===== src/rtl/display_timing_pkg.sv =====
// Shared raster definitions: pixel colour layout and total-period helpers,
// also used by the camera to size its scan counters.
package display_timing;

  typedef struct packed {
    logic [7:0] r;
    logic [7:0] g;
    logic [7:0] b;
  } colour_t;

  function automatic int unsigned h_total(input int unsigned width, input int unsigned front,
                                          input int unsigned sync, input int unsigned back);
    return width + front + sync + back;
  endfunction

  function automatic int unsigned v_total(input int unsigned width, input int unsigned front,
                                          input int unsigned sync, input int unsigned back);
    return width + front + sync + back;
  endfunction

endpackage


===== src/rtl/vga_output_raster_counter.sv =====
// Horizontal/vertical raster position counters; vertical advances on the
// horizontal wrap. Both advance only while enabled.
module raster_counter #(
  parameter int unsigned H_TOTAL = 14,
  parameter int unsigned V_TOTAL = 7,
  parameter int unsigned HW      = $clog2(H_TOTAL),
  parameter int unsigned VW      = $clog2(V_TOTAL)
) (
  input  logic          clk,
  input  logic          rst_n,
  input  logic          en,
  output logic [HW-1:0] h_count,
  output logic [VW-1:0] v_count,
  output logic          h_wrap,
  output logic          v_wrap
);

  logic [HW-1:0] h_count_q, h_count_d;
  logic [VW-1:0] v_count_q, v_count_d;

  assign h_wrap  = (h_count_q == HW'(H_TOTAL - 1));
  assign v_wrap  = (v_count_q == VW'(V_TOTAL - 1));
  assign h_count = h_count_q;
  assign v_count = v_count_q;

  always_comb begin
    h_count_d = h_count_q;
    v_count_d = v_count_q;
    if (en) begin
      h_count_d = h_wrap ? '0 : h_count_q + 1'b1;
      if (h_wrap) begin
        v_count_d = v_wrap ? '0 : v_count_q + 1'b1;
      end
    end
  end

  always_ff @(posedge clk or negedge rst_n) begin
    if (!rst_n) begin
      h_count_q <= '0;
      v_count_q <= '0;
    end else begin
      h_count_q <= h_count_d;
      v_count_q <= v_count_d;
    end
  end

endmodule


===== src/rtl/vga_output.sv =====
// Rebuilds VGA timing around the pipeline's pixel stream: locks the raster to
// the first valid pixel, registers sync/de/rgb, and flags missing active pixels.
module vga_output
  import display_timing::*;
#(
  parameter int unsigned hWidth      = 1680,
  parameter int unsigned hFrontPorch = 48,
  parameter int unsigned hSyncWidth  = 32,
  parameter int unsigned hBackPorch  = 80,
  parameter int unsigned vWidth      = 1050,
  parameter int unsigned vFrontPorch = 3,
  parameter int unsigned vSyncWidth  = 6,
  parameter int unsigned vBackPorch  = 21,
  parameter logic        HSYNC_POL   = 1'b1,
  parameter logic        VSYNC_POL   = 1'b0
) (
  input  logic        pixel_clk,
  input  logic        rst_n,
  input  logic        in_valid,
  input  colour_t     in_colour,
  input  logic        underrun_clr,
  output logic        hsync,
  output logic        vsync,
  output logic        de,
  output logic [23:0] rgb,
  output logic        frame_start,
  output logic        underrun
);

  localparam int unsigned H_TOTAL  = h_total(hWidth, hFrontPorch, hSyncWidth, hBackPorch);
  localparam int unsigned V_TOTAL  = v_total(vWidth, vFrontPorch, vSyncWidth, vBackPorch);
  localparam int unsigned HW       = $clog2(H_TOTAL);
  localparam int unsigned VW       = $clog2(V_TOTAL);
  localparam int unsigned H_SYNC_S = hWidth + hFrontPorch;
  localparam int unsigned H_SYNC_E = H_SYNC_S + hSyncWidth;
  localparam int unsigned V_SYNC_S = vWidth + vFrontPorch;
  localparam int unsigned V_SYNC_E = V_SYNC_S + vSyncWidth;

  typedef enum logic {LOCK, RUN} state_t;

  state_t        state_q, state_d;
  logic [HW-1:0] h_count;
  logic [VW-1:0] v_count;
  logic          h_wrap, v_wrap;
  logic          accept, de_next;
  logic          hsync_q, hsync_d, vsync_q, vsync_d, de_q;
  logic          frame_start_q, frame_start_d, underrun_q, underrun_d;
  logic [23:0]   rgb_q, rgb_d;

  // The locking cycle itself is pixel (0,0), so the counters advance on it.
  assign accept = (state_q == RUN) || in_valid;

  raster_counter #(
    .H_TOTAL(H_TOTAL),
    .V_TOTAL(V_TOTAL),
    .HW     (HW),
    .VW     (VW)
  ) u_raster_counter (
    .clk    (pixel_clk),
    .rst_n  (rst_n),
    .en     (accept),
    .h_count(h_count),
    .v_count(v_count),
    .h_wrap (h_wrap),
    .v_wrap (v_wrap)
  );

  always_ff @(posedge pixel_clk or negedge rst_n) begin
    if (!rst_n) state_q <= LOCK;
    else        state_q <= state_d;
  end

  always_comb begin
    state_d = state_q;
    if (state_q == LOCK && in_valid) state_d = RUN;
  end

  always_comb begin
    de_next       = accept && (32'(h_count) < hWidth) && (32'(v_count) < vWidth);
    hsync_d       = (accept && 32'(h_count) >= H_SYNC_S && 32'(h_count) < H_SYNC_E)
                    ? HSYNC_POL : ~HSYNC_POL;
    vsync_d       = (accept && 32'(v_count) >= V_SYNC_S && 32'(v_count) < V_SYNC_E)
                    ? VSYNC_POL : ~VSYNC_POL;
    rgb_d         = (de_next && in_valid) ? in_colour : '0;
    frame_start_d = accept && (h_count == '0) && (v_count == '0);
    underrun_d    = underrun_q;
    if (state_q == RUN && de_next && !in_valid) underrun_d = 1'b1;
    else if (underrun_clr)                      underrun_d = 1'b0;
  end

  always_ff @(posedge pixel_clk or negedge rst_n) begin
    if (!rst_n) begin
      hsync_q       <= ~HSYNC_POL;
      vsync_q       <= ~VSYNC_POL;
      de_q          <= 1'b0;
      rgb_q         <= '0;
      frame_start_q <= 1'b0;
      underrun_q    <= 1'b0;
    end else begin
      hsync_q       <= hsync_d;
      vsync_q       <= vsync_d;
      de_q          <= de_next;
      rgb_q         <= rgb_d;
      frame_start_q <= frame_start_d;
      underrun_q    <= underrun_d;
    end
  end

  assert property (@(posedge pixel_clk) disable iff (!rst_n)
    (state_q == RUN && h_wrap && v_wrap) |=> (h_count == '0 && v_count == '0));

  assign hsync       = hsync_q;
  assign vsync       = vsync_q;
  assign de          = de_q;
  assign rgb         = rgb_q;
  assign frame_start = frame_start_q;
  assign underrun    = underrun_q;

endmodule


===== config.mk =====
export PLATFORM = sky130hd
export DESIGN_NAME = vga_output
export DESIGN_NICKNAME = d
export VERILOG_FILES = /design/src/rtl/display_timing_pkg.sv /design/src/rtl/vga_output_raster_counter.sv /design/src/rtl/vga_output.sv
export SDC_FILE = /design/constraint.sdc
export NUM_CORES = 1
export LEC_CHECK = 0
export ABC_AREA = 0
export BUFFER_PORTS_ARGS = -buffer_cell sky130_fd_sc_hd__buf_2
export CAP_MARGIN = 20
export CORE_UTILIZATION = 47
export CTS_CLUSTER_DIAMETER = 100
export DETAILED_ROUTE_END_ITERATION = 16
export GPL_ROUTABILITY_DRIVEN = 0
export GPL_TIMING_DRIVEN = 0
export MAX_ROUTING_LAYER = met4
export PLACE_DENSITY = 0.72
export SLEW_MARGIN = 10
export SYNTH_ARGS = -nofsm -noshare
export SYNTH_HDL_FRONTEND = slang
export SYNTH_SLANG_ARGS = --single-unit

===== constraint.sdc =====
create_clock -name pixel_clk -period 2.3 [get_ports pixel_clk]
set_clock_uncertainty 0.15 [all_clocks]
set_input_delay 0.115 -clock pixel_clk [delete_from_list [all_inputs] [get_ports pixel_clk]]
set_output_delay 0.115 -clock pixel_clk [all_outputs]
set_load 0.01 [all_outputs]

### After elaboration in Yosys (flattened, before gate mapping)

Cells that the tools add are included.

* add/subtract/negate cells: 2
* multiply operators: 0
* divide/modulo/power cells: 0
* magnitude comparators: 6
* eq/ne operators: 2
* shifts and indexed selects: 0
* multiplexer cells: 7
* bitwise logic cells: 1
* reductions and logical operators: 18

Operator list (count)
* 11-bit less-than comparator, second input constant: 4
* 24-bit two-way mux: 1
* 11-bit by 1-bit adder with 11-bit output, second input constant: 2
* 11-bit equality test, second input constant: 2
* 11-bit greater-or-equal comparator, second input constant: 2
* 11-bit logical NOT: 2
* 11-bit two-way mux: 2
* 1-bit logical AND: 12
* 1-bit two-way mux: 4
* 2-bit AND reduction: 1
* 2-bit nonzero test: 1
* 1-bit logical NOT: 1
* 1-bit logical OR: 1
* 1-bit inverter: 1

* register bits: 52
* latch bits: 0
* memory bits (writable): 0
* ROM bits: 0
* bits of input ports: 28
* output and inout port bits: 29
* memories: 0

### Longest topological paths before layout

Gate-level depths: netlist of run 1.

* depth in word-level cells: 6
* gate-level depth with buffers: 7
* gate-level depth less buffers: 5

### Cells and area by module

Synthesis of run 1 repeated with hierarchy kept, for this count alone.

* cell total of the unflattened synthesis: 237
* area, all modules: 2615.0 um2

Modules (own cells, without submodules)
* vga_output: instances 1, cells each 117, area each 1416.4 um2, seq. area each 752.0 um2
* raster_counter: instances 1, cells each 120, area each 1198.6 um2, seq. area each 550.5 um2

### Worst setup path after synthesis of run 1

Ideal clock, no wire load.

* path kind: reg-to-reg
* from: register u_raster_counter.h_count_q[1], in the netlist u_raster_counter.h_count[1]
* to: register u_raster_counter.v_count_q[9], in the netlist u_raster_counter.v_count[9]
* library setup time: 0.083 ns
* arrival time: 1.592 ns
* required time: 2.067 ns
* slack: 0.475 ns
* stages on the path, launching flop included: 7
* path buffers: 1
* path through: dfrtp_1 > ha_1 > and4_4 > nand4b_4 > buf_6 > or4b_1 > o21ai_0

* cells in the longest elaborated chain, start to end: 2

RTL lines
* from (decl): line vga_output_raster_counter.sv:18 `logic [HW-1:0] h_count_q, h_count_d;`
* from (signal assigned): line vga_output_raster_counter.sv:42 `h_count_q <= h_count_d;`
* 11-bit equality test: line vga_output_raster_counter.sv:21 `assign h_wrap = (h_count_q == HW'(H_TOTAL - 1));`
* 2-bit AND reduction (no source line)
* to (signal assigned): line vga_output_raster_counter.sv:43 `v_count_q <= v_count_d;`
* to (decl): line vga_output_raster_counter.sv:19 `logic [VW-1:0] v_count_q, v_count_d;`

No other way between the ends.
A chain may end at the register's enable or synchronous reset.

### Worst setup path after layout of run 1

* from: register u_raster_counter.v_count_q[7], in the netlist u_raster_counter.v_count[7]
* to: register rgb_q[1], in the netlist rgb[1]

* cells in the longest elaborated chain, start to end: 4

RTL lines
* 11-bit less-than comparator: line vga_output.sv:79 `de_next = accept && (32'(h_count) < hWidth) && (32'(v_count) < vWidth);`
* 1-bit logical AND: line vga_output.sv:79
* 1-bit logical AND: line vga_output.sv:84 `rgb_d = (de_next && in_valid) ? in_colour : '0;`
* 24-bit two-way mux: line vga_output.sv:84
* net rgb_d[1]: line vga_output.sv:48 `logic [23:0] rgb_q, rgb_d;`
* to (signal assigned): line vga_output.sv:103 `rgb_q <= rgb_d;`
* to (decl): line vga_output.sv:48

The timed path passes the listed nets, and every way through them passes these cells.

==> results of run 1 <==
power by group through the flow:
stage               clock network, W  logic, W  registers (W)
finish                      0.000522  0.000364        0.00108
global route                0.000572  0.000402        0.00109
CTS                         0.000539  0.000364        0.00108
detailed placement                 0  0.000322        0.00110
global placement                   0  0.000306        0.00110
floorplan                          0  0.000200        0.00110
how the worst max path moves through the flow:
stage / endpoint / slack, ns / cells past startpoint / start
2_1_floorplan: u_raster_counter.v_count[9]$_DFFE_PN0P_ / 0.48 / 6 / u_raster_counter.h_count[1]$_DFFE_PN0P_
3_3_place_gp: rgb[7]$_DFF_PN0_ / 0.31 / 5 / u_raster_counter.v_count[7]$_DFFE_PN0P_
3_5_place_dp: rgb[5]$_DFF_PN0_ / 0.27 / 5 / u_raster_counter.v_count[7]$_DFFE_PN0P_
4_1_cts: rgb[1]$_DFF_PN0_ / 0.07 / 5 / u_raster_counter.v_count[7]$_DFFE_PN0P_
5_1_grt: rgb[1]$_DFF_PN0_ / 0.04 / 5 / u_raster_counter.v_count[7]$_DFFE_PN0P_
6_report: rgb[1]$_DFF_PN0_ / 0.07 / 5 / u_raster_counter.v_count[7]$_DFFE_PN0P_
area by class of cell:
cell class	instances	area [sq um]	share of cell area [%]
Sequential cell	52	1300	42.1
Multi-Input combinational cell	130	897	29.0
Timing Repair Buffer	89	616	19.9
Tap cell	67	83.8	2.71
Clock buffer	6	72.6	2.35
Buffer	13	70.1	2.26
Inverter	9	36.3	1.17
Clock inverter	2	16.3	0.526
worst max-delay path: stages (launching register included):
cell	delay, ns
sky130_fd_sc_hd__dfrtp_1	0.45
sky130_fd_sc_hd__nor3_2	0.30
sky130_fd_sc_hd__o211ai_1	0.17
sky130_fd_sc_hd__a21oi_2	0.32
sky130_fd_sc_hd__and3_1	0.22
sky130_fd_sc_hd__dlygate4sd3_1	0.56
sequential cells by signal, indices dropped and copies added (netlist names):
| register | flops |
|---|---|
| state_q | 1 |
| de | 1 |
| u_raster_counter.h_count | 11 |
| hsync | 1 |
| rgb | 24 |
| frame_start | 1 |
| underrun | 1 |
| vsync | 1 |
| u_raster_counter.v_count | 11 |
stage by stage:
step,hold slack [ns],power (W),setup WS (ns),instance area [sq um]
2_1_floorplan,-0.331,0.00130,0.475,2300
3_3_place_gp,0.202,0.00140,0.313,2670
3_5_place_dp,0.0265,0.00142,0.270,2690
4_1_cts,0.0365,0.00199,0.0718,3070
5_1_grt,0.0701,0.00207,0.0380,3090
6_report,0.0480,0.00197,0.0721,3090
per-layer routing:
layer  global-route usage (%)  vias to the layer above  wire length, um
li1                         -                      918                -
met1                     27.9                      950             2300
met2                     37.8                       71             2930
met3                     4.72                       18              235
met4                     10.0                        0              183
met5                        -                        -                0
cells in the final DEF (no fill, tap or decap), types with 3 or more instances in the layout:
cell,Yosys,final
sky130_fd_sc_hd__buf_2,4,60
sky130_fd_sc_hd__ha_1,5,5
sky130_fd_sc_hd__dlygate4sd3_1,0,30
sky130_fd_sc_hd__dfrtp_1,51,51
sky130_fd_sc_hd__nand3_1,15,15
sky130_fd_sc_hd__clkbuf_8,0,5
sky130_fd_sc_hd__nand4_1,7,7
sky130_fd_sc_hd__xnor2_1,6,6
sky130_fd_sc_hd__mux2i_1,6,6
sky130_fd_sc_hd__o211ai_1,3,3
sky130_fd_sc_hd__and3_1,25,25
sky130_fd_sc_hd__xor2_1,4,4
sky130_fd_sc_hd__nor2_1,9,9
sky130_fd_sc_hd__a21oi_1,6,6
sky130_fd_sc_hd__nand2_1,9,9
sky130_fd_sc_hd__o21ai_0,5,5
sky130_fd_sc_hd__inv_1,8,8
sky130_fd_sc_hd__clkbuf_1,5,6
sky130_fd_sc_hd__nor4b_1,4,4
sky130_fd_sc_hd__buf_4,2,4
sky130_fd_sc_hd__nor3_1,5,4
kinds of logic (layout without fill, tap and decap cells):
logic type,count (synthesis),in the layout,share of synthesized area [%]
adders and majority gates,5,5,2.72
AOI/OAI and AO/OA,20,20,5.66
buffers and inverters,22,119,4.62
muxes,7,7,3.10
and+or+nand+nor,88,88,23.5
DFF,52,52,56.6
xor gates and xnor gates,10,10,3.81
what timing repair did:
item,CTS,global route
setup buffers,0,2
gates resized for setup,0,1
hold buffers,30,0
hold endpoints to repair,51,0
endpoints found under the setup margin,0,3
==> reports/summary.md, run 1 <==
• run status: finished clean
• TritonCTS clock tree: built
• cell depth of the worst min-delay path: 3
• die area: 5180 sq um
• net count of the finished layout: 333
• CP endpoint kind: register
• layout-stage area growth over the synthesis result: 34.5%
• area of the core: 4720 sq um
• number of storage elements in the synthesis netlist: 52
• source of the worst hold timing path: in_valid
• clock-pin slew on the worst setup and hold paths: 0.09 ns
• startpoint of the lowest-slack register-to-register path: u_raster_counter.v_count[7]$_DFFE_PN0P_
• TNS Setup: 0 ns
• via total after detailed routing: 1957
• power share of the clock group: 26.5%
• sequential fraction of the synthesis area: 56.6%
• start-to-end type of the worst setup path: reg2reg
• Clk Tree Root Cell: sky130_fd_sc_hd__clkbuf_8
• share of synthesized flip-flops with an asynchronous set or reset: 100%
• Min Clock Period, post-route: 2.23 ns
• Crit Path Max Fanout: 7
• Bufs on Longest Clock Path: 2
• leakage: 1.53 nW
• Clock Latency Late Sink: 0.31 ns
• Post-Syn Nets: 237
• CP required: 2.39 ns
• Layout Utilization: 65.5%
• worst r2r dst: rgb[1]$_DFF_PN0_
• largest net degree at the start of global routing: 29
• overflow left after global routing: 0
• share of final-layout standard cells stronger than drive strength 1: 27.9%
• Antenna Cells: 0
• unrepaired setup endpoints after global routing: no
• final WL: 5.65 mm
• f_max: 449 MHz
• switching power: 0.000565 W
• largest area contributor in the synthesized netlist: sky130_fd_sc_hd__dfrtp_1
• Detail Placement HPWL: 3.53 mm
• internal reg-to-reg setup slack: 0.07 ns
• relative slew slack: 56.3%
• number of pins exceeding their max-slew limit in the final report: 0
• total of fill cells in the finished design: 364
• first-pass GRT wire length: 8.76 mm
• DR pass1 iterations: 4
• Final Hold Viols: 0
• Hold Path Sink: underrun$_DFFE_PN0P_
• worst-case reg-to-reg path depth: 5
• Slew @ Worst Pin: 0.656 ns
• final setup violating endpoints: 0
• power density normalized to cell area: 636 nW/um^2
• number of clock sinks: 52
• routed via count divided by cell count: 5.32
• Most used DFF post-synth: sky130_fd_sc_hd__dfrtp_1
• max-cap viol count: 0
• Power Internal: 0.00140 W
• IO Port Bufs: 56
• DRC errors left: 0
• clock buffers created by TritonCTS: 5
• post-synth design cell area: 2300 sq um
• synthesized instance count: 204
• die width: 72.0 um
• die height: 72.0 um
• number of antenna violations at the first check in global routing: 0
• sequential cell fraction of total power: 55.0%
• starting density of the core: 48.7%
• classification of the worst-slack hold path: in2reg
• via count of the first global-routing pass: 1801
• wire per inst: 15.3 um
• most frequently used cell type in the post-synthesis netlist: sky130_fd_sc_hd__dfrtp_1
• Total Routing Usage GR: 23.1%
• area share of the leading cell type in the synthesized netlist: 55.5%
• Top Ports: 57
• Non-Filler Instances: 368
• worst-case vdd ir drop: 0.541 mV
• site row count: 25
• number of enable flip-flop cells after synthesis: 0
• leading post-synthesis cells by instance count: 51 x sky130_fd_sc_hd__dfrtp_1, 25 x sky130_fd_sc_hd__and3_1, 15 x sky130_fd_sc_hd__nand3_1, 9 x sky130_fd_sc_hd__nand2_1, 9 x sky130_fd_sc_hd__nor2_1
• Syn Area/Cell: 11.3 sq um
• number of distinct library cells after synthesis: 42
• synth top area cells: sky130_fd_sc_hd__dfrtp_1 55%, sky130_fd_sc_hd__and3_1 6.8%, sky130_fd_sc_hd__nand3_1 3.3%
• synth warn: 0
• placed insts: 328
• Worst Path Arrival: 2.32 ns
• share of the cycle needed by the critical path after routing: 96.9%
• net switching fraction of the power: 28.7%
• # H-tree levels: 2
• part of the total power dissipated in combinational logic: 18.5%
• Setup crit start kind: register
• ANT nets after route: 0
• number of design-rule violations left by the first detailed-router iteration: 175
Power figures use the tool's default switching activity.
==> inputs of run 2 (changes only) <==
==> constraint.sdc (replaced) <==
create_clock -name pixel_clk -period 2.3 [get_ports pixel_clk]
set_clock_uncertainty 0.15 [all_clocks]
set_input_delay 0 -clock pixel_clk [delete_from_list [all_inputs] [get_ports pixel_clk]]
set_output_delay 0 -clock pixel_clk [all_outputs]
set_load 0.01 [all_outputs]
==> run 2 against run 1 <==
Net effect: via count about the same; flip-flop and latch count stayed put; setup slack got worse by 0.012 ns; critical path depth increased by 2; utilization increased by 0.16 points; register-to-register slack about the same; sequential share of layout area shrank 0.10 points; power rose by 0.28%; first-iteration DRC count shrank 21%.
==> reports/summary.md, run 2 (synthesized netlist as in run 1, its figures left out) <==
• run status: finished clean, unchanged
• met2 Use GR: 38.1%, was 37.8%
• power density normalized to cell area: 636 nW/um^2, about the same
• leakage: 1.53 nW, about the same
• internal reg-to-reg setup slack: 0.06 ns, was 0.07 ns
• Top Ports: 57, unchanged
• starting density of the core: 48.7%, unchanged
• net count of the finished layout: 334, was 333
• Total Routing Usage GR: 23.3%, was 23.1%
• site row count: 25, unchanged
• ANT nets after route: 0, unchanged
• worst-path cell chain: nor2_2 > inv_4 > o211ai_1 > a21oi_2 > buf_4 > a32o_1 > dlygate4sd3_1, was nor3_2 > o211ai_1 > a21oi_2 > and3_1 > dlygate4sd3_1
• overflow left after global routing: 0, unchanged
• max-cap viol count: 0, unchanged
• start-to-end type of the worst setup path: reg2reg, unchanged
• largest net degree at the start of global routing: 29, unchanged
• final setup violating endpoints: 0, unchanged
• Antenna Cells: 0, unchanged
• CP required: 2.34 ns, was 2.39 ns
• # H-tree levels: 2, unchanged
• slowest stage cell, crit path: sky130_fd_sc_hd__dlygate4sd3_1, unchanged
• Final Hold Viols: 0, unchanged
• Clock Latency Late Sink: 0.31 ns, about the same
• die height: 72.0 um, unchanged
• Bufs on Longest Clock Path: 2, unchanged
• critical path's top delay family: buffers and inverters, unchanged
• relative slew slack: 56.5%, was 56.3%
• worst-case vdd ir drop: 0.546 mV, was 0.541 mV
• share of final-layout standard cells stronger than drive strength 1: 27.2%, was 27.9%
• startpoint of the lowest-slack register-to-register path: state_q$_DFFE_PN0P_, was u_raster_counter.v_count[7]$_DFFE_PN0P_
• clock buffers created by TritonCTS: 5, unchanged
• Slew @ Worst Pin: 0.653 ns, was 0.656 ns
• die area: 5180 sq um, unchanged
• number of antenna violations at the first check in global routing: 0, unchanged
• leading cell types in the layout, fill and taps excluded: 60 x sky130_fd_sc_hd__buf_2, 51 x sky130_fd_sc_hd__dfrtp_1, 32 x sky130_fd_sc_hd__dlygate4sd3_1, was 60 x sky130_fd_sc_hd__buf_2, 51 x sky130_fd_sc_hd__dfrtp_1, 30 x sky130_fd_sc_hd__dlygate4sd3_1
• CP endpoint kind: register, unchanged
• busiest layer in global routing: met2, unchanged
• via count of the first global-routing pass: 1814, was 1801
• DR pass1 iterations: 4, unchanged
• DRC errors left: 0, unchanged
• number of design-rule violations left by the first detailed-router iteration: 138, was 175
• Min Clock Period, post-route: 2.24 ns, was 2.23 ns
• IO Port Bufs: 56, unchanged
• met1 Resource Use GR: 28.2%, was 27.9%
• Worst Path Arrival: 2.28 ns, was 2.32 ns
• worst setup path start: state_q$_DFFE_PN0P_, was u_raster_counter.v_count[7]$_DFFE_PN0P_
• f_max: 446 MHz, was 449 MHz
• number of clock sinks: 52, unchanged
• area taken by flip-flops and latches: 1300 sq um, unchanged
• fraction of met3 tracks used by global routing: 5.00%, was 4.72%
• Detail Placement HPWL: 3.53 mm, unchanged
• routed via count divided by cell count: 5.30, was 5.32
• layout-stage area growth over the synthesis result: 34.8%, was 34.5%
• TritonCTS clock tree: built, unchanged
• worst r2r dst: underrun$_DFFE_PN0P_, was rgb[1]$_DFF_PN0_
• total of fill cells in the finished design: 360, was 364
• maximum cell stage delay along the critical path: 0.55 ns, was 0.56 ns
• die width: 72.0 um, unchanged
• final WL: 5.69 mm, was 5.65 mm
• area of the core: 4720 sq um, unchanged
• wire per inst: 15.4 um, was 15.3 um
• footprint of the multi-input gates: 892 sq um, was 897 sq um
• Layout Utilization: 65.7%, was 65.5%
• count of buffer and inverter cells on the critical path: 3, was 1
• worst-case reg-to-reg path depth: 7, was 5
• clock-pin slew on the worst setup and hold paths: 0.10 ns, was 0.09 ns
• classification of the worst-slack hold path: in2async, was in2reg
• share of the cycle needed by the critical path after routing: 97.4%, was 96.9%
• Crit Path Max Fanout: 9, was 7
• Setup crit start kind: register, unchanged
• TNS Setup: 0 ns, unchanged
• Clk Tree Root Cell: sky130_fd_sc_hd__clkbuf_8, unchanged
• first-pass GRT wire length: 8.80 mm, was 8.76 mm
• max reg flops: 24, unchanged
• leading cell type in the layout, fill and taps excluded: sky130_fd_sc_hd__buf_2, unchanged
• via total after detailed routing: 1956, was 1957
• number of pins exceeding their max-slew limit in the final report: 0, unchanged
==> run 2: how the worst max path moves through the flow <==
stage / endpoint / cells past startpoint
detailed placement: rgb[5]$_DFF_PN0_ / 5
global route: underrun$_DFFE_PN0P_ / 7
CTS: underrun$_DFFE_PN0P_ / 5
finish: underrun$_DFFE_PN0P_ / 7
global placement: rgb[7]$_DFF_PN0_ / 5
floorplan: u_raster_counter.v_count[9]$_DFFE_PN0P_ / 6
==> run 2: area by class of cell <==
class | instances | share of cell area (%)
sequential | 52 | 42.0
multi-input combinational | 130 | 28.8
timing repair buffer | 90 | 20.3
tap | 67 | 2.70
clock buffer | 6 | 2.34
buffer | 13 | 2.26
inverter | 9 | 1.17
clock inverter | 2 | 0.524
==> run 2: worst register-to-register path, stage by stage, from the launching register on <==
cell                            delay [ns]
sky130_fd_sc_hd__dfrtp_1              0.42
sky130_fd_sc_hd__nor2_2               0.28
sky130_fd_sc_hd__inv_4                0.12
sky130_fd_sc_hd__o211ai_1             0.14
sky130_fd_sc_hd__a21oi_2              0.04
sky130_fd_sc_hd__buf_4                0.16
sky130_fd_sc_hd__a32o_1               0.25
sky130_fd_sc_hd__dlygate4sd3_1        0.55
==> run 2: metal layers <==
layer | share of wire [%] | vias to the layer above
li1 | - | 924
met1 | 41 | 954
met2 | 52 | 61
met3 | 4.0 | 17
met4 | 3.1 | 0
met5 | 0 | -
==> run 2: power breakdown <==
group	total (W)	switching, W	internal, W
combinational	0.000369	0.000176	0.000193
clock	0.000522	0.000305	0.000217
sequential	0.00108	0.0000876	0.000995
total	0.00197	0.000568	0.00141
==> run 2: through the flow <==
stage / hold WS [ns] / total power (W) / cells / setup slack [ns] / area, sq um
floorplan: -0.446 / 0.00130 / 204 / 0.475 / 2300
global placement: 0.0874 / 0.00140 / 327 / 0.313 / 2670
detailed placement: -0.0885 / 0.00142 / 328 / 0.270 / 2690
CTS: 0.111 / 0.00199 / 368 / 0.0635 / 3090
global route: 0.157 / 0.00207 / 369 / -0.00341 / 3100
finish: 0.0965 / 0.00197 / 369 / 0.0598 / 3100
==> run 2: timing repair <==
item,4_1_cts,5_1_grt
setup endpoints to repair,0,4
endpoints found under the hold margin,61,0
gates resized for setup,0,0
hold buffers,32,0
buffers inserted,0,1
==> inputs of run 3 (changes only) <==
--- a/config.mk
+++ b/config.mk
@@ -8,13 +8,16 @@
 export ABC_AREA = 0
 export BUFFER_PORTS_ARGS = -buffer_cell sky130_fd_sc_hd__buf_2
 export CAP_MARGIN = 20
-export CORE_UTILIZATION = 47
+export CELL_PAD_IN_SITES_DETAIL_PLACEMENT = 0
+export CELL_PAD_IN_SITES_GLOBAL_PLACEMENT = 1
+export CORE_UTILIZATION = 41
 export CTS_CLUSTER_DIAMETER = 100
 export DETAILED_ROUTE_END_ITERATION = 16
 export GPL_ROUTABILITY_DRIVEN = 0
 export GPL_TIMING_DRIVEN = 0
 export MAX_ROUTING_LAYER = met4
-export PLACE_DENSITY = 0.72
+export PLACE_DENSITY_LB_ADDON = 0.1
+export RECOVER_POWER = 25
 export SLEW_MARGIN = 10
 export SYNTH_ARGS = -nofsm -noshare
 export SYNTH_HDL_FRONTEND = slang
==> run 3 against run 2 <==
Net effect: critical path depth up 1; sequential power about the same; worst hold slack better by 0.21 ns; wire length down 9.3%; design area up 0.81%; utilization down 6.3 points; combinational power down 5%; sequential share of layout area down 0.34 points; die area up 14%; final cell count up 0.54%; via count down 6.0%; non-clock buffer count down 1; largest cell class unchanged.
==> reports/summary.md, run 3 (synthesized netlist as in run 1, its figures left out) <==
• share of the cycle needed by the critical path after routing: 96.3%, was 97.4%
• minimum setup slack in the final design: 0.0849 ns, was 0.0598 ns
• DR pass1 iterations: 4, unchanged
• number of logic stages on the critical path including buffering: 8, was 7
• share of final-layout standard cells stronger than drive strength 1: 23.3%, was 27.2%
• slowest stage cell, crit path: sky130_fd_sc_hd__dlygate4sd3_1, unchanged
• startpoint of the lowest-slack register-to-register path: state_q$_DFFE_PN0P_, unchanged
• number of antenna violations at the first check in global routing: 0, unchanged
• final setup violating endpoints: 0, unchanged
• worst r2r dst: underrun$_DFFE_PN0P_, unchanged
• DP Area: 2690 sq um, about the same
• DRC errors left: 0, unchanged
• count of buffer and inverter cells on the critical path: 4, was 3
• leakage: 1.51 nW, was 1.53 nW
• Worst Path Arrival: 2.26 ns, was 2.28 ns
• via total after detailed routing: 1838, was 1956
• largest net degree at the start of global routing: 32, was 29
• IO Port Bufs: 56, unchanged
• TritonCTS clock tree: built, unchanged
• f_max: 451 MHz, was 446 MHz
• Final Cell Area: 3130 sq um, was 3100 sq um
• net count of the finished layout: 333, was 334
• crit-path most repeated cell: sky130_fd_sc_hd__dlygate4sd3_1
• max reg flops: 24, unchanged
• leading cell type in the layout, fill and taps excluded: sky130_fd_sc_hd__dfrtp_1, was sky130_fd_sc_hd__buf_2
• number of design-rule violations left by the first detailed-router iteration: 47, was 138
• maximum cell stage delay along the critical path: 0.56 ns, was 0.55 ns
• worst-case vdd ir drop: 0.453 mV, was 0.546 mV
• first-pass GRT wire length: 8.67 mm, was 8.80 mm
• total of fill cells in the finished design: 476, was 360
• overflow left after global routing: 0, unchanged
• site row count: 26, was 25
• Min Clock Period, post-route: 2.22 ns, was 2.24 ns
• leading cell types in the layout, fill and taps excluded: 51 x sky130_fd_sc_hd__dfrtp_1, 47 x sky130_fd_sc_hd__buf_2, 32 x sky130_fd_sc_hd__dlygate4sd3_1, was 60 x sky130_fd_sc_hd__buf_2, 51 x sky130_fd_sc_hd__dfrtp_1, 32 x sky130_fd_sc_hd__dlygate4sd3_1
• wire per inst: 13.9 um, was 15.4 um
• area of the core: 5270 sq um, was 4720 sq um
• hold slack: 0.302 ns, was 0.0965 ns
• clock buffers created by TritonCTS: 5, unchanged
• classification of the worst-slack hold path: in2async, unchanged
• critical path's top delay family: buffers and inverters, unchanged
• footprint of the multi-input gates: 905 sq um, was 892 sq um
• # H-tree levels: 2, unchanged
• die height: 76.9 um, was 72.0 um
• Final Hold Viols: 0, unchanged
• final WL: 5.17 mm, was 5.69 mm
• relative slew slack: 22.1%, was 56.5%
• TNS Setup: 0 ns, unchanged
• Setup crit start kind: input pin, was register
• max-cap viol count: 0, unchanged
• via count of the first global-routing pass: 1818, was 1814
• layout-stage area growth over the synthesis result: 35.9%, was 34.8%
• CP endpoint kind: register, unchanged
• die width: 76.9 um, was 72.0 um
• internal reg-to-reg setup slack: 0.13 ns, was 0.06 ns
• CP required: 2.34 ns, about the same
• die area: 5920 sq um, was 5180 sq um
• number of pins exceeding their max-slew limit in the final report: 0, unchanged
• Crit Path Max Fanout: 9, unchanged
• unrepaired setup endpoints after global routing: no
• Bufs on Longest Clock Path: 2, unchanged
• Clk Tree Root Cell: sky130_fd_sc_hd__clkbuf_8, unchanged
• routed via count divided by cell count: 4.95, was 5.30
• worst-path cell chain: dlygate4sd3_1 > buf_2 > nor2_2 > inv_4 > o211ai_1 > a21oi_4 > a32o_1 > dlygate4sd3_1, was nor2_2 > inv_4 > o211ai_1 > a21oi_2 > buf_4 > a32o_1 > dlygate4sd3_1
• Total Routing Usage GR: 19.1%, was 23.3%
• start-to-end type of the worst setup path: in2reg, was reg2reg
• Detail Placement HPWL: 3.38 mm, was 3.53 mm
• Top Ports: 57, unchanged
• starting density of the core: 43.7%, was 48.7%
• Antenna Cells: 0, unchanged
• Slew @ Worst Pin: 1.17 ns, was 0.653 ns
• run status: finished clean, unchanged
• Clock Latency Late Sink: 0.30 ns, was 0.31 ns
• number of clock sinks: 52, unchanged
• setup fix buffers added after clock tree synthesis: 0, unchanged
• area taken by flip-flops and latches: 1300 sq um, unchanged
• worst-case reg-to-reg path depth: 6, was 7
• clock-pin slew on the worst setup and hold paths: 0.09 ns, was 0.10 ns
• ANT nets after route: 0, unchanged
• worst slack after detailed placement: 0.256 ns, was 0.270 ns
• power density normalized to cell area: 672 nW/um^2, was 636 nW/um^2
==> run 3: cell types whose count changed in the layout (fill, tap and decap cells not counted) <==
| cell | before | now |
|---|---|---|
| sky130_fd_sc_hd__buf_2 | 60 | 47 |
| sky130_fd_sc_hd__clkbuf_1 | 6 | 18 |
| sky130_fd_sc_hd__a21oi_2 | 1 | 0 |
| sky130_fd_sc_hd__a21oi_4 | 0 | 1 |
| sky130_fd_sc_hd__buf_4 | 3 | 2 |
| sky130_fd_sc_hd__bufinv_16 | 0 | 1 |
| sky130_fd_sc_hd__clkbuf_8 | 5 | 6 |
| sky130_fd_sc_hd__clkinvlp_4 | 1 | 0 |
| sky130_fd_sc_hd__nor3_1 | 5 | 4 |
| sky130_fd_sc_hd__nor3_2 | 0 | 1 |
==> run 3: metal layers <==
layer  GRT usage, %  up-vias  share of wire (%)  routed length (um)
li1               -      915                  -                   -
met1           25.6      861                 49                2540
met2           28.7       53                 44                2250
met3           4.29        9                5.4                 280
met4           5.77        0                1.8                  91
met5              -        -                  0                   0
==> run 3: final cells by class <==
| cell class | instances | share of cell area, % |
|---|---|---|
| inverter | 9 | 1.16 |
| sequential | 52 | 41.7 |
| clock buffer | 6 | 2.64 |
| timing repair buffer | 89 | 19.3 |
| multi-input combinational | 130 | 28.9 |
| clock inverter | 2 | 1.24 |
| buffer | 13 | 2.24 |
| tap | 70 | 2.80 |
==> run 3: worst max path at each step <==
stage | start | end
6_report | in_valid | underrun$_DFFE_PN0P_
5_1_grt | in_valid | underrun$_DFFE_PN0P_
4_1_cts | u_raster_counter.v_count[7]$_DFFE_PN0P_ | underrun$_DFFE_PN0P_
3_5_place_dp | u_raster_counter.h_count[1]$_DFFE_PN0P_ | u_raster_counter.v_count[3]$_DFFE_PN0P_
3_3_place_gp | u_raster_counter.h_count[1]$_DFFE_PN0P_ | u_raster_counter.v_count[3]$_DFFE_PN0P_
2_1_floorplan | u_raster_counter.h_count[1]$_DFFE_PN0P_ | u_raster_counter.v_count[9]$_DFFE_PN0P_
==> run 3: per-stage QoR <==
step / utilization (%) / std cells / power (W)
after detailed placement: 51.0 / 331 / 0.00142
after global routing: 59.3 / 371 / 0.00220
after global placement: 50.6 / 330 / 0.00141
final: 59.3 / 371 / 0.00210
after floorplan: - / 204 / 0.00130
after CTS: 59.4 / 371 / 0.00212
==> run 3: repair_timing <==
item | CTS | global route
setup endpoints to repair | 0 | 5
hold endpoints to repair | 77 | 0
gates resized for setup | 0 | 2
hold buffers | 32 | 0
==> run 3: power by group <==
part	switching [W]	internal, W	total (W)
registers	0.0000922	0.000995	0.00109
clock network	0.000304	0.000356	0.000660
logic	0.000162	0.000191	0.000352
total	0.000558	0.00154	0.00210
